--- config.mk ---
export PLATFORM = sky130hd
export DESIGN_NAME = alu_arbiter
export DESIGN_NICKNAME = d
export VERILOG_FILES = /design/src/rtl/alu_arbiter_pkg.sv /design/src/rtl/alu_arbiter_rr_arbiter2.sv /design/src/rtl/alu_arbiter.sv
export SDC_FILE = /design/constraint.sdc
export NUM_CORES = 1
export LEC_CHECK = 0
export ABC_AREA = 1
export CAP_MARGIN = 40
export CORE_MARGIN = 4
export CORE_UTILIZATION = 39
export DETAILED_ROUTE_END_ITERATION = 8
export GPL_TIMING_DRIVEN = 0
export HOLD_SLACK_MARGIN = 0.05
export MAX_ROUTING_LAYER = met4
export PLACE_DENSITY_LB_ADDON = 0.05
export RECOVER_POWER = 100
export SYNTH_ARGS = -nofsm -noshare
export SYNTH_HDL_FRONTEND = slang
export SYNTH_HIERARCHICAL = 1
export SYNTH_SLANG_ARGS = --single-unit
--- constraint.sdc ---
create_clock -name clock -period 2.5 [get_ports clock]
set_input_delay 0.5 -clock clock [delete_from_list [all_inputs] [get_ports clock]]
set_output_delay 0.5 -clock clock [all_outputs]
set_load 0.005 [all_outputs]
--- src/rtl/alu_arbiter_pkg.sv ---
// Shared types and constants for the two-port EX ALU arbiter.
// Opcode set matches the ALU control encoding used by the execute stage.
package alu_arbiter_pkg;

  localparam int DATA_W = 16;

  localparam logic [2:0] ALU_AND = 3'b000;
  localparam logic [2:0] ALU_OR  = 3'b001;
  localparam logic [2:0] ALU_ADD = 3'b010;
  localparam logic [2:0] ALU_SUB = 3'b110;
  localparam logic [2:0] ALU_SLT = 3'b111;

  typedef enum logic [1:0] {
    IDLE = 2'd0,
    EXEC = 2'd1,
    CAPT = 2'd2
  } state_t;

  function automatic logic op_ok(input logic [2:0] op);
    return op inside {ALU_AND, ALU_OR, ALU_ADD, ALU_SUB, ALU_SLT};
  endfunction

endpackage

--- src/rtl/alu_arbiter_rr_arbiter2.sv ---
// Two-request round-robin grant with a one-bit priority pointer.
// The pointer names the port that wins a tie; it moves only on a grant.
module rr_arbiter2 (
  input  logic       clock,
  input  logic       reset_n,
  input  logic [1:0] req,
  input  logic       advance,
  output logic [1:0] grant
);

  logic pri;

  always_comb begin
    grant = 2'b00;
    unique case (1'b1)
      (req == 2'b11): grant = pri ? 2'b10 : 2'b01;
      (req == 2'b01): grant = 2'b01;
      (req == 2'b10): grant = 2'b10;
      default:        grant = 2'b00;
    endcase
  end

  always_ff @(posedge clock) begin
    if (!reset_n)
      pri <= 1'b0;
    else if (advance && (grant != 2'b00))
      pri <= grant[0];
  end

endmodule

--- src/rtl/alu_arbiter.sv ---
// Shares the EX ALU between the execute path (port 0) and address path (port 1).
// Define ALU_ARBITER_OPCHECK_EN to reject unsupported opcodes with an err response.
module alu_arbiter
  import alu_arbiter_pkg::*;
#(
  parameter int WIDTH = DATA_W
) (
  input  logic             clock,
  input  logic             reset_n,
  input  logic             req0_valid,
  output logic             req0_ready,
  input  logic [WIDTH-1:0] req0_a,
  input  logic [WIDTH-1:0] req0_b,
  input  logic [2:0]       req0_op,
  input  logic             req1_valid,
  output logic             req1_ready,
  input  logic [WIDTH-1:0] req1_a,
  input  logic [WIDTH-1:0] req1_b,
  input  logic [2:0]       req1_op,
  output logic             rsp0_valid,
  output logic [WIDTH-1:0] rsp0_result,
  output logic             rsp0_zero,
  output logic             rsp0_err,
  output logic             rsp1_valid,
  output logic [WIDTH-1:0] rsp1_result,
  output logic             rsp1_zero,
  output logic             rsp1_err,
  output logic [WIDTH-1:0] alu_input1,
  output logic [WIDTH-1:0] alu_input2,
  output logic [2:0]       alu_control,
  input  logic [WIDTH-1:0] alu_result
);

  state_t           state;
  state_t           state_nxt;
  logic             owner;
  logic             bad;
  logic             idle;
  logic [1:0]       req;
  logic [1:0]       grant;
  logic             take;
  logic [WIDTH-1:0] sel_a;
  logic [WIDTH-1:0] sel_b;
  logic [2:0]       sel_op;
  logic             sel_bad;
  logic [WIDTH-1:0] cap_res;
  logic             cap_zero;

  assign idle = (state == IDLE);
  assign req  = {req1_valid, req0_valid} & {2{idle & reset_n}};
  assign take = |grant;

  rr_arbiter2 u_rr (
    .clock   (clock),
    .reset_n (reset_n),
    .req     (req),
    .advance (idle),
    .grant   (grant)
  );

  assign req0_ready = grant[0];
  assign req1_ready = grant[1];

  assign sel_a  = grant[1] ? req1_a  : req0_a;
  assign sel_b  = grant[1] ? req1_b  : req0_b;
  assign sel_op = grant[1] ? req1_op : req0_op;

`ifdef ALU_ARBITER_OPCHECK_EN
  assign sel_bad = !op_ok(sel_op);
`else
  assign sel_bad = 1'b0;
`endif

  // Rejected ops never reached the ALU, so report a zero result instead.
  assign cap_res  = bad ? '0 : alu_result;
  assign cap_zero = bad | (alu_result == '0);

  always_comb begin
    state_nxt = state;
    unique case (state)
      IDLE:    if (take) state_nxt = sel_bad ? CAPT : EXEC;
      EXEC:    state_nxt = CAPT;
      CAPT:    state_nxt = IDLE;
      default: state_nxt = IDLE;
    endcase
  end

  always_ff @(posedge clock) begin
    if (!reset_n) begin
      state       <= IDLE;
      owner       <= 1'b0;
      bad         <= 1'b0;
      alu_input1  <= '0;
      alu_input2  <= '0;
      alu_control <= '0;
      rsp0_valid  <= 1'b0;
      rsp0_result <= '0;
      rsp0_zero   <= 1'b0;
      rsp0_err    <= 1'b0;
      rsp1_valid  <= 1'b0;
      rsp1_result <= '0;
      rsp1_zero   <= 1'b0;
      rsp1_err    <= 1'b0;
    end else begin
      state      <= state_nxt;
      rsp0_valid <= 1'b0;
      rsp1_valid <= 1'b0;
      if (idle && take) begin
        owner <= grant[1];
        bad   <= sel_bad;
        if (!sel_bad) begin
          alu_input1  <= sel_a;
          alu_input2  <= sel_b;
          alu_control <= sel_op;
        end
      end
      if (state == CAPT) begin
        if (owner) begin
          rsp1_valid  <= 1'b1;
          rsp1_result <= cap_res;
          rsp1_zero   <= cap_zero;
          rsp1_err    <= bad;
        end else begin
          rsp0_valid  <= 1'b1;
          rsp0_result <= cap_res;
          rsp0_zero   <= cap_zero;
          rsp0_err    <= bad;
        end
      end
    end
  end

endmodule
==> impl_summary.md, run 1 <==
Cells and area
The final standard cell utilization of the core is 66.11%. The number of fill cells in the layout is 723. The combined area of the multi-input logic cells is 0.001434 sq mm. The share of cells above drive strength 1 is 7.154%. The signed area change from the synthesized netlist to the final layout is 63.31%.

The number of nets at the end of the flow is 728. The number of diodes added for antenna fixing is 0. The area taken by flip-flops and latches is 0.001501 sq mm.

Drt
The detailed-route via count is 3426. For this run, design rule violations remaining after detail routing come to 0. The residual antenna-violating net count after detailed routing is 0.

The detailed-route wire length is 9858 um. The via-per-instance ratio is 4.599. The average routed wire per standard cell is 13.23 um. The first-pass iteration count of the detailed router is 5.

For this block, the initial DRC count from the detailed router was 140.

Global route
The via count of the first global-routing pass was 3459. The initial antenna violation count is 0. The overall global routing resource usage is 21.54%. Entering global routing, the biggest net connects 14 pins. The total congestion overflow after global routing is 0. The wire length of the first global-routing pass is 16600 um.

Worst setup path
The worst path required time is 2000 ps. The largest fanout on the critical path is 8. The sort of element at the start of the critical path is an input pin. The capturing element type of the critical path is a primary output.

The setup path with the least slack is of type input pin to primary output. The endpoint arrival time on the critical path is 1860 ps.

STA
Setup violations remaining at the end of the flow were counted as 0. Setup repair after global routing left no endpoint under its margin. The smallest setup slack after layout is 137.0 ps. The routed design could run at a clock period as short as 2363 ps. Static timing analysis puts the maximum clock frequency at 0.4232 GHz. The total count of hold-check failures in the final report is 0. The final critical path takes up 94.52% of the cycle. The measured slew at the worst slew-check pin is 618.0 ps.

The number of pins with negative max-slew slack in the final report is 0. The final clock skew is 9.327 ps. The worst pin sits at a relative slew slack of 58.65%.

Hold path
The worst hold path class is register to register.

Synth
In the synthesized netlist, the number of instances is 461. Summing the sequential cell areas from Yosys gives 47.75% of the chip area. The synthesis warning total is 6. The number of different library cells in the post-synthesis netlist is 21. Each instance of the synthesized netlist takes up on average 6.821 sq um. The mapped netlist covers 0.003144 sq mm. Counting flops and latches in the post-synthesis netlist gives 75.

CTS
The hold buffer count at cts is 0. TritonCTS created 9 clock buffers. The tree is rooted in a clkbuf_8.

The clock passes through at most 2 buffers. TritonCTS built the clock tree. CTS saw 75 sinks.

The number of H-tree levels is 3. The later pin in the worst-skew pair is clocked with a latency of 340 ps. Clock-pin slew was measured on the worst setup and hold paths at 80 ps.

Placement
The congestion estimate from routability-driven global placement came to 0.8337. Before CTS, the worst setup slack after placement is -410.7 ps. The placed wire-length estimate is 7345 um. In this run the tool buffered the top-level ports with 162 buffer cells.

Floorplanning
The floorplan die height is 97.79 um. For this design the top-level I/O count stands at 165. The floorplan die width is 97.79 um.

Once the floorplan was initialized, standard cells occupied 40.48% of the core. The floorplan has 32 rows. The floorplan step defined a die boundary enclosing 0.009563 sq mm. The area of the core is 0.007767 sq mm.

Run
Max-cap violations in this run came to 0.

Pwr
The worst-case vdd ir drop is 0.0003427 V. The leakage component of the power is 2.443 nW. The power density over cell area is 638.3 mW/mm^2.

Status
The run finished with clean final reports.
## metrics by stage
stage                     instances  power, mW  instance area, sq um  hold WS [ps]  setup TNS [ps]
after CTS                       744      3.372                  5150         472.7               0
after detailed placement        726      2.310                  4897         460.2          -11060
after global routing            745      3.484                  5135         495.5               0
final                           745      3.278                  5135         470.4               0
after global placement          726      2.292                  4897         452.7           -7695
after floorplan                 462      1.809                  3148         445.2               0
## power by group
group          switching, mW  internal [mW]
Combinational          0.402          0.447
Sequential            0.0555           1.32
Clock                  0.463          0.589
Total                  0.920           2.36
## worst max-delay path, cell delays in order
cell	delay (ps)
clkdlybuf4s50_1	500
buf_6	140
nand2_2	90
nor2_2	120
nand2_1	80
and2_4	150
dlygate4sd2_1	270
## repair_timing
action | in CTS | in global routing
pin swaps | 2 | 1
buffers inserted | 2 | 1
gates resized for setup | 7 | 9
setup endpoints to repair | 12 | 22
## cell usage in the layout (no fill, tap or decap)
cell type	count
dlygate4sd3_1	71
clkinv_2	1
buf_2	5
nand3_1	2
bufinv_16	2
nor2_4	1
a21oi_1	2
buf_6	5
o21ai_1	16
dlygate4sd2_1	1
nor2_2	3
nor3_1	1
clkbuf_1	11
inv_1	8
dfxtp_1	75
nor2_1	150
conb_1	2
nand2_2	1
clkbuf_8	10
o21ai_0	56
clkdlybuf4s50_1	89
nand2_1	113
a21oi_2	1
buf_4	8
clkinvlp_4	2
and2_4	1
clkinv_4	1
clkbuf_2	3
inv_2	2
## cell usage after synthesis, drive strengths merged
master  instances  area (sq um)
inv            10         37.53
a21oi           3         18.77
and2            1         8.760
conb            1         3.750
nor3            1         5.000
nor2          154         598.1
nand3           2         10.01
dfxtp          75          1501
buf            19         132.6
clkbuf          9         33.78
o21ai          72         364.1
nand2         114         430.4
## registers in the layout, indices dropped and copies added (netlist names)
signal	count
alu_control	3
alu_input1	16
alu_input2	16
owner	1
rsp0_result	16
rsp0_valid	1
rsp0_zero	1
rsp1_result	16
rsp1_valid	1
rsp1_zero	1
state	2
u_rr/pri	1
## layout make-up
type / instances / area share (%)
Buffer: 28 / 3.338
Clock buffer: 10 / 2.680
Clock inverter: 6 / 1.730
Inverter: 10 / 0.7310
Multi-Input combinational cell: 349 / 27.92
Sequential cell: 75 / 29.24
Tap cell: 102 / 2.485
Timing Repair Buffer: 165 / 31.87
## cell families after synthesis
group | synth area share, %
other | 0.1193
DFF | 47.75
and+or+nand+nor | 33.47
buffers and inverters | 6.486
AOI/OAI and AO/OA | 12.18
## layer usage
metal | wire, um | share of wire (%) | up-vias | GRT usage (%)
met3 | 674 | 6.8 | 12 | 5.214
met2 | 4523 | 46 | 113 | 34.11
met5 | 0 | 0 | - | -
met1 | 4516 | 46 | 1515 | 27.44
li1 | - | - | 1786 | -
met4 | 143 | 1.5 | 0 | 6.283
## path summary, 6_finish.rpt
kind | slack, ps | cells past startpoint | to | start
worst max-delay path | 140 | 7 | req0_ready | reset_n
worst min-delay path | 470 | 2 | u_rr/pri$_SDFFE_PN0P_ | u_rr/pri$_SDFFE_PN0P_
worst max register to register | 490 | 12 | alu_input2[10]$_SDFFE_PN0P_ | state[1]$_SDFFE_PN0P_
worst min register to register | 470 | 2 | u_rr/pri$_SDFFE_PN0P_ | u_rr/pri$_SDFFE_PN0P_
Power figures use the tool's default switching activity.
==> run 2: changes to the inputs <==
--- a/config.mk
+++ b/config.mk
@@ -8,7 +8,7 @@
 export ABC_AREA = 1
 export CAP_MARGIN = 40
 export CORE_MARGIN = 4
-export CORE_UTILIZATION = 39
+export CORE_UTILIZATION = 25
 export DETAILED_ROUTE_END_ITERATION = 8
 export GPL_TIMING_DRIVEN = 0
 export HOLD_SLACK_MARGIN = 0.05
==> impl_summary.md, run 2 (synthesized netlist as in run 1, its figures left out) <==
Cells and area
The signed area change from the synthesized netlist to the final layout is 69.88% (was 63.31%). The number of nets at the end of the flow was 727 (was 728). The number of diodes added for antenna fixing was 0 (unchanged).

The most frequent standard cell in the layout excluding fill and tap cells was nor2_1 (unchanged). The final standard cell utilization of the core is 43.92% (was 66.11%). Leading cell types in the layout, fill and taps excluded: nor2_1, nand2_1, clkdlybuf4s50_1, dfxtp_1, dlygate4sd3_1 (unchanged).

The share of cells above drive strength 1 was 7.477% (was 7.154%).

Drt
The detailed-route via count came to 3448 (was 3426). The residual antenna-violating net count after detailed routing is 0 (unchanged). The via-per-instance ratio came to 4.257 (was 4.599). The detailed-route DRC error count was 0 (unchanged). The number of violations reported at the end of detailed-routing iteration 0 came to 136 (was 140). The detailed-route wire length was 10780 um (was 9858 um). The average routed wire per standard cell is 13.31 um (was 13.23 um). The first-pass iteration count of the detailed router is 4 (was 5).

Worst setup path
The worst path required time is 2000 ps (about the same). The startpoint of the most critical setup path is reset_n (unchanged). The sort of element at the start of the critical path is an input pin (unchanged). The critical path class is input pin to primary output (unchanged).

The capturing element type of the critical path is a primary output (unchanged). The startpoint of the worst-slack reg-to-reg timing path is state[1]$_SDFFE_PN0P_ (unchanged). The endpoint arrival time on the critical path is 1880 ps (was 1860 ps). The largest fanout on the critical path is 3 (was 8).

Floorplanning
The initial standard-cell utilization of the core came to 25.85% (was 40.48%). The area of the core came to 0.01216 sq mm (was 0.007767 sq mm). The number of top-level pins is 165 (unchanged). The floorplan die width was 120.1 um (was 97.79 um). The number of placement rows is 40 (was 32). The floorplan die height is 120.1 um (was 97.79 um). The area of the die is 0.01443 sq mm (was 0.009563 sq mm).

CTS
The number of buffers added by the clock tree synthesis step is 9 (unchanged). The CTS tree is yes (unchanged). The worst-case clock buffer depth is 2 (unchanged). The clock input transition at the sequential cells of the worst setup and hold paths came to 60 ps (was 80 ps). The clock network latency to the later pin of the worst-skew pair is 340 ps (about the same). The number of H-tree levels is 3 (unchanged). The root buffer cell is clkbuf_16 (was clkbuf_8). The clock sink count is 75 (unchanged).

STA
The clock period minus worst slack is 2385 ps (was 2363 ps). The setup total negative slack is 0 ps (unchanged). The total count of hold-check failures in the final report was 0 (unchanged). The maximum frequency from static timing analysis is 0.4193 GHz (was 0.4232 GHz). The final-report setup violation count is 0 (unchanged). The measured slew at the worst slew-check pin is 613.4 ps (was 618.0 ps). The final clock skew is 7.760 ps (was 9.327 ps). The final cycle utilization of the critical path came to 95.40% (was 94.52%). The relative max-transition margin was 58.96% (was 58.65%).

Unrepaired setup endpoints after global routing: false (unchanged). The post-route worst hold slack is 469.2 ps (was 470.4 ps). The number of pins with negative max-slew slack in the final report was 0 (unchanged).

Hold path
The launch instance of the worst min-delay path is u_rr/pri$_SDFFE_PN0P_ (unchanged). The worst hold path class is register to register (unchanged).

Placement
The placed wire-length estimate is 8125 um (was 7345 um). The number of buffer cells added on primary ports is 162 (unchanged). The final weighted congestion of routability-driven global placement came to 0.7796 (was 0.8337).

Global route
The initial antenna violation count is 0 (unchanged). The total congestion overflow after global routing is 0 (unchanged). The via count of the first global-routing pass is 3406 (was 3459). The wire length of the first global-routing pass is 17030 um (was 16600 um). The pin count of the biggest net entering global routing is 14 (unchanged).

The overall global routing resource usage is 15.37% (was 21.54%).

Status
Status: complete, no violations (unchanged).

Pwr
The total power of the final layout is 3.764 mW (was 3.278 mW). The worst-case vdd ir drop is 0.0004080 V (was 0.0003427 V). The power density over cell area is 704.8 mW/mm^2 (was 638.3 mW/mm^2). The leakage component of the power came to 2.507 nW (was 2.443 nW).

Run
The total of max-cap violations is 0 (unchanged).
run 2: report_power, final:
| group | internal [mW] | switching [mW] | leakage, nW |
|---|---|---|---|
| clock | 1.00 | 0.525 | 0.169 |
| combinational | 0.447 | 0.407 | 1.72 |
| sequential | 1.32 | 0.0575 | 0.614 |
run 2: what timing repair did:
action | in CTS | in global routing
buffers inserted | 2 | 0
resized for setup | 7 | 5
setup endpoints to repair | 20 | 11
pin swaps | 1 | 0
hold buffers | 0 | 0
hold endpoints to repair | 0 | 0
run 2: per-stage QoR:
step           setup slack [ps]  area, sq um  instances
6_report                  115.0         5341        810
5_1_grt                  0.7054         5341        810
4_1_cts                   103.2         5356        810
3_5_place_dp             -391.8         4980        792
3_3_place_gp             -379.5         4980        792
2_1_floorplan             499.7         3148        462
run 2: metal layers:
layer  vias up  share of wire [%]  GRT usage [%]  routed length (um)
met5         -                  0              -                   0
met4         0                2.2          6.729                 235
met3        16                6.6          4.288                 717
met2       106                 45          23.57                4872
met1      1537                 46          18.91                4958
li1       1789                  -              -                   -
run 2: cell type report:
cell class	count	area (sq um)
Fill cell	1273	6820
Timing Repair Buffer	164	1630
Sequential cell	75	1501
Multi-Input combinational cell	349	1438
Clock buffer	10	239.0
Tap cell	168	210.2
Buffer	28	173.9
Clock inverter	6	111.4
Inverter	10	37.54
run 2: final timing paths:
path	end	slack (ps)	cells after the start
max	req1_ready	120	8
min	u_rr/pri$_SDFFE_PN0P_	470	2
max reg2reg	alu_input2[11]$_SDFFE_PN0P_	440	13
min reg2reg	u_rr/pri$_SDFFE_PN0P_	470	2
run 2: worst max-delay path: stages:
cell and delay, ps:
clkdlybuf4s50_1 500, buf_6 110, nand2_2 90, nor2_2 150
buf_4 130, nor2_1 40, nor2_2 110, dlygate4sd2_1 260
==> run 3: changes to the inputs <==
==> constraint.sdc (replaced) <==
create_clock -name clock -period 1.9 [get_ports clock]
set_input_delay 0.38 -clock clock [delete_from_list [all_inputs] [get_ports clock]]
set_output_delay 0.38 -clock clock [all_outputs]
set_load 0.005 [all_outputs]
==> impl_summary.md, run 3 (synthesized netlist as in run 1, its figures left out) <==
Worst setup path
The worst setup path endpoint is req1_ready (unchanged). Chain of cells forming the critical path: clkdlybuf4s50_1, inv_1, nor2_4, nand2_2, and2_4, nor2_2, buf_2 (was clkdlybuf4s50_1, buf_6, nand2_2, nor2_2, buf_4, nor2_1, nor2_2, dlygate4sd2_1). The capture instance of the worst register-to-register path is alu_input2[11]$_SDFFE_PN0P_ (unchanged). The register-to-register setup slack is 90 ps (was 440 ps).

The critical path class is input pin to primary output (unchanged). The maximum single-stage delay on the critical path is 450 ps (was 500 ps). The depth of the most critical reg-to-reg path came to 12 (was 13). The startpoint of the worst-slack reg-to-reg timing path is state[1]$_SDFFE_PN0P_ (unchanged).

The startpoint of the most critical setup path is req1_valid (was reset_n). The endpoint arrival time on the critical path is 1440 ps (was 1880 ps). The capturing element type of the critical path is a primary output (unchanged).

The buffering stage count on the worst path with inverters included is 3 (was 4). The cell type group with the largest total delay on the critical path is buffers and inverters (unchanged). The slowest library cell on the worst path was clkdlybuf4s50_1 (unchanged). The largest fanout on the critical path came to 3 (unchanged). The worst path required time is 1520 ps (was 2000 ps). The depth of the critical timing path with buffers and inverters included is 7 (was 8).

The sort of element at the start of the critical path is an input pin (unchanged).

Drt
The number of violations reported at the end of detailed-routing iteration 0 was 139 (was 136). The detailed-route wire length is 10890 um (was 10780 um). The detailed-route DRC error count was 0 (unchanged). The detailed-route via count was 3489 (was 3448). The average routed wire per standard cell is 13.29 um (was 13.31 um). The first-pass iteration count of the detailed router is 4 (unchanged). The via-per-instance ratio is 4.260 (was 4.257). The residual antenna-violating net count after detailed routing came to 0 (unchanged).

Global route
The overall global routing resource usage is 15.48% (was 15.37%). The pin count of the biggest net entering global routing is 14 (unchanged). The via count of the first global-routing pass came to 3417 (was 3406).

The total congestion overflow after global routing is 0 (unchanged). The initial antenna violation count is 0 (unchanged). The wire length of the first global-routing pass is 17170 um (was 17030 um).

Floorplanning
The floorplan die width is 120.1 um (unchanged). The area of the die is 0.01443 sq mm (unchanged). The floorplan die height is 120.1 um (unchanged). The number of placement rows is 40 (unchanged). The initial standard-cell utilization of the core came to 25.85% (unchanged). The area of the core is 0.01216 sq mm (unchanged). The number of top-level pins was 165 (unchanged).

Pwr
The power density over cell area is 930.4 mW/mm^2 (was 704.8 mW/mm^2). The total power of the final layout is 5.101 mW (was 3.764 mW). The worst-case vdd ir drop is 0.0005389 V (was 0.0004080 V). The leakage component of the power is 2.368 nW (was 2.507 nW).

Cells and area
The number of diodes added for antenna fixing is 0 (unchanged). Leading cell types in the layout, fill and taps excluded: clkdlybuf4s50_1, nor2_1, nand2_1, dfxtp_1, o21ai_0 (was nor2_1, nand2_1, clkdlybuf4s50_1, dfxtp_1, dlygate4sd3_1). The number of nets at the end of the flow is 736 (was 727).

The number of fill cells in the layout is 1265 (was 1273). The most frequent standard cell in the layout excluding fill and tap cells is clkdlybuf4s50_1 (was nor2_1). The signed area change from the synthesized netlist to the final layout is 74.37% (was 69.88%). The final standard cell utilization of the core is 45.08% (was 43.92%). The share of cells above drive strength 1 is 10.14% (was 7.477%).

CTS
The clock input transition at the sequential cells of the worst setup and hold paths is 60 ps (about the same). The CTS tree is yes (unchanged). The number of H-tree levels was 3 (unchanged). The clock network latency to the later pin of the worst-skew pair came to 340 ps (about the same). The worst-case clock buffer depth was 2 (unchanged). The root buffer cell is clkbuf_16 (unchanged).

The clock sink count is 75 (unchanged). The number of buffers added by the clock tree synthesis step is 9 (unchanged). The hold buffer count at cts is 0 (unchanged).

Placement
The placed wire-length estimate is 8125 um (unchanged). The number of buffer cells added on primary ports is 162 (unchanged). The final weighted congestion of routability-driven global placement is 0.7796 (unchanged). The worst setup timing slack at the placement stage is -871.8 ps (was -391.8 ps).

STA
The final-report setup violation count is 0 (unchanged). The final clock skew is 8.038 ps (was 7.760 ps). The final cycle utilization of the critical path is 96.04%. The total count of hold-check failures in the final report was 0 (unchanged).

The setup total negative slack is 0 ps (unchanged). The number of pins with negative max-slew slack in the final report is 0 (unchanged). Unrepaired setup endpoints after global routing: true (was false).

The maximum frequency from static timing analysis is 0.5480 GHz. The clock period minus worst slack is 1825 ps. The smallest setup slack after layout is 75.29 ps (was 115.0 ps).

Run
The total of max-cap violations came to 0 (unchanged).

Hold path
The worst hold path class is input pin to register (was register to register).

Status
Status: complete, no violations (unchanged).
run 3: worst reg2reg max path: stages, from the launching register on:
cell and delay, ps:
dfxtp_4 350, nor2_4 130, nand2_4 80, nor2_4 100, nand2_2 60, and2_4 150
nor2_2 100, buf_6 150, o21ai_2 90, buf_6 140, buf_6 140, o21ai_0 160
nor2_1 50
run 3: final cells by class:
| cell class | count | area [sq um] | share of cell area [%] |
|---|---|---|---|
| Clock buffer | 10 | 239.0 | 4.359 |
| Tap cell | 168 | 210.2 | 3.834 |
| Sequential cell | 75 | 1505 | 27.45 |
| Clock inverter | 6 | 111.4 | 2.031 |
| Buffer | 28 | 206.4 | 3.765 |
| Inverter | 10 | 40.04 | 0.7303 |
| Multi-Input combinational cell | 349 | 1473 | 26.86 |
| Timing Repair Buffer | 173 | 1698 | 30.97 |
run 3: power by group:
part | total [mW] | switching (mW) | internal [mW]
registers | 1.83 | 0.0860 | 1.74
clock network | 2.01 | 0.691 | 1.32
logic | 1.26 | 0.559 | 0.703
run 3: how the worst min path moves through the flow:
stage                                startpoint                     to  slack [ps]  depth (start not counted)
final                                   reset_n  u_rr/pri$_SDFFE_PN0P_         440                          3
after detailed placement  u_rr/pri$_SDFFE_PN0P_  u_rr/pri$_SDFFE_PN0P_         470                          2
after floorplan           u_rr/pri$_SDFFE_PN0P_  u_rr/pri$_SDFFE_PN0P_         450                          2
after CTS                               reset_n  u_rr/pri$_SDFFE_PN0P_         420                          3
after global routing                    reset_n  u_rr/pri$_SDFFE_PN0P_         450                          3
after global placement    u_rr/pri$_SDFFE_PN0P_  u_rr/pri$_SDFFE_PN0P_         450                          2
run 3: routing by layer:
layer  up-vias  GRT usage [%]  part of all wire [%]
met4         0          6.729                   2.2
li1       1809              -                     -
met1      1560          18.94                    46
met2       104          23.92                    45
met5         -              -                     0
met3        16          4.288                   6.6
run 3: timing repair:
action / in CTS / in global routing
gates resized for setup: 19 / 24
buffers inserted: 6 / 5
pin swaps: 3 / 3
endpoints found under the setup margin: 39 / 33
run 3: through the flow:
stage / cells / area (sq um) / hold slack (ps)
final: 819 / 5483 / 437.4
after global routing: 819 / 5483 / 452.3
after CTS: 814 / 5405 / 421.8
after detailed placement: 792 / 4980 / 465.9
after global placement: 792 / 4980 / 453.5
after floorplan: 462 / 3148 / 445.2
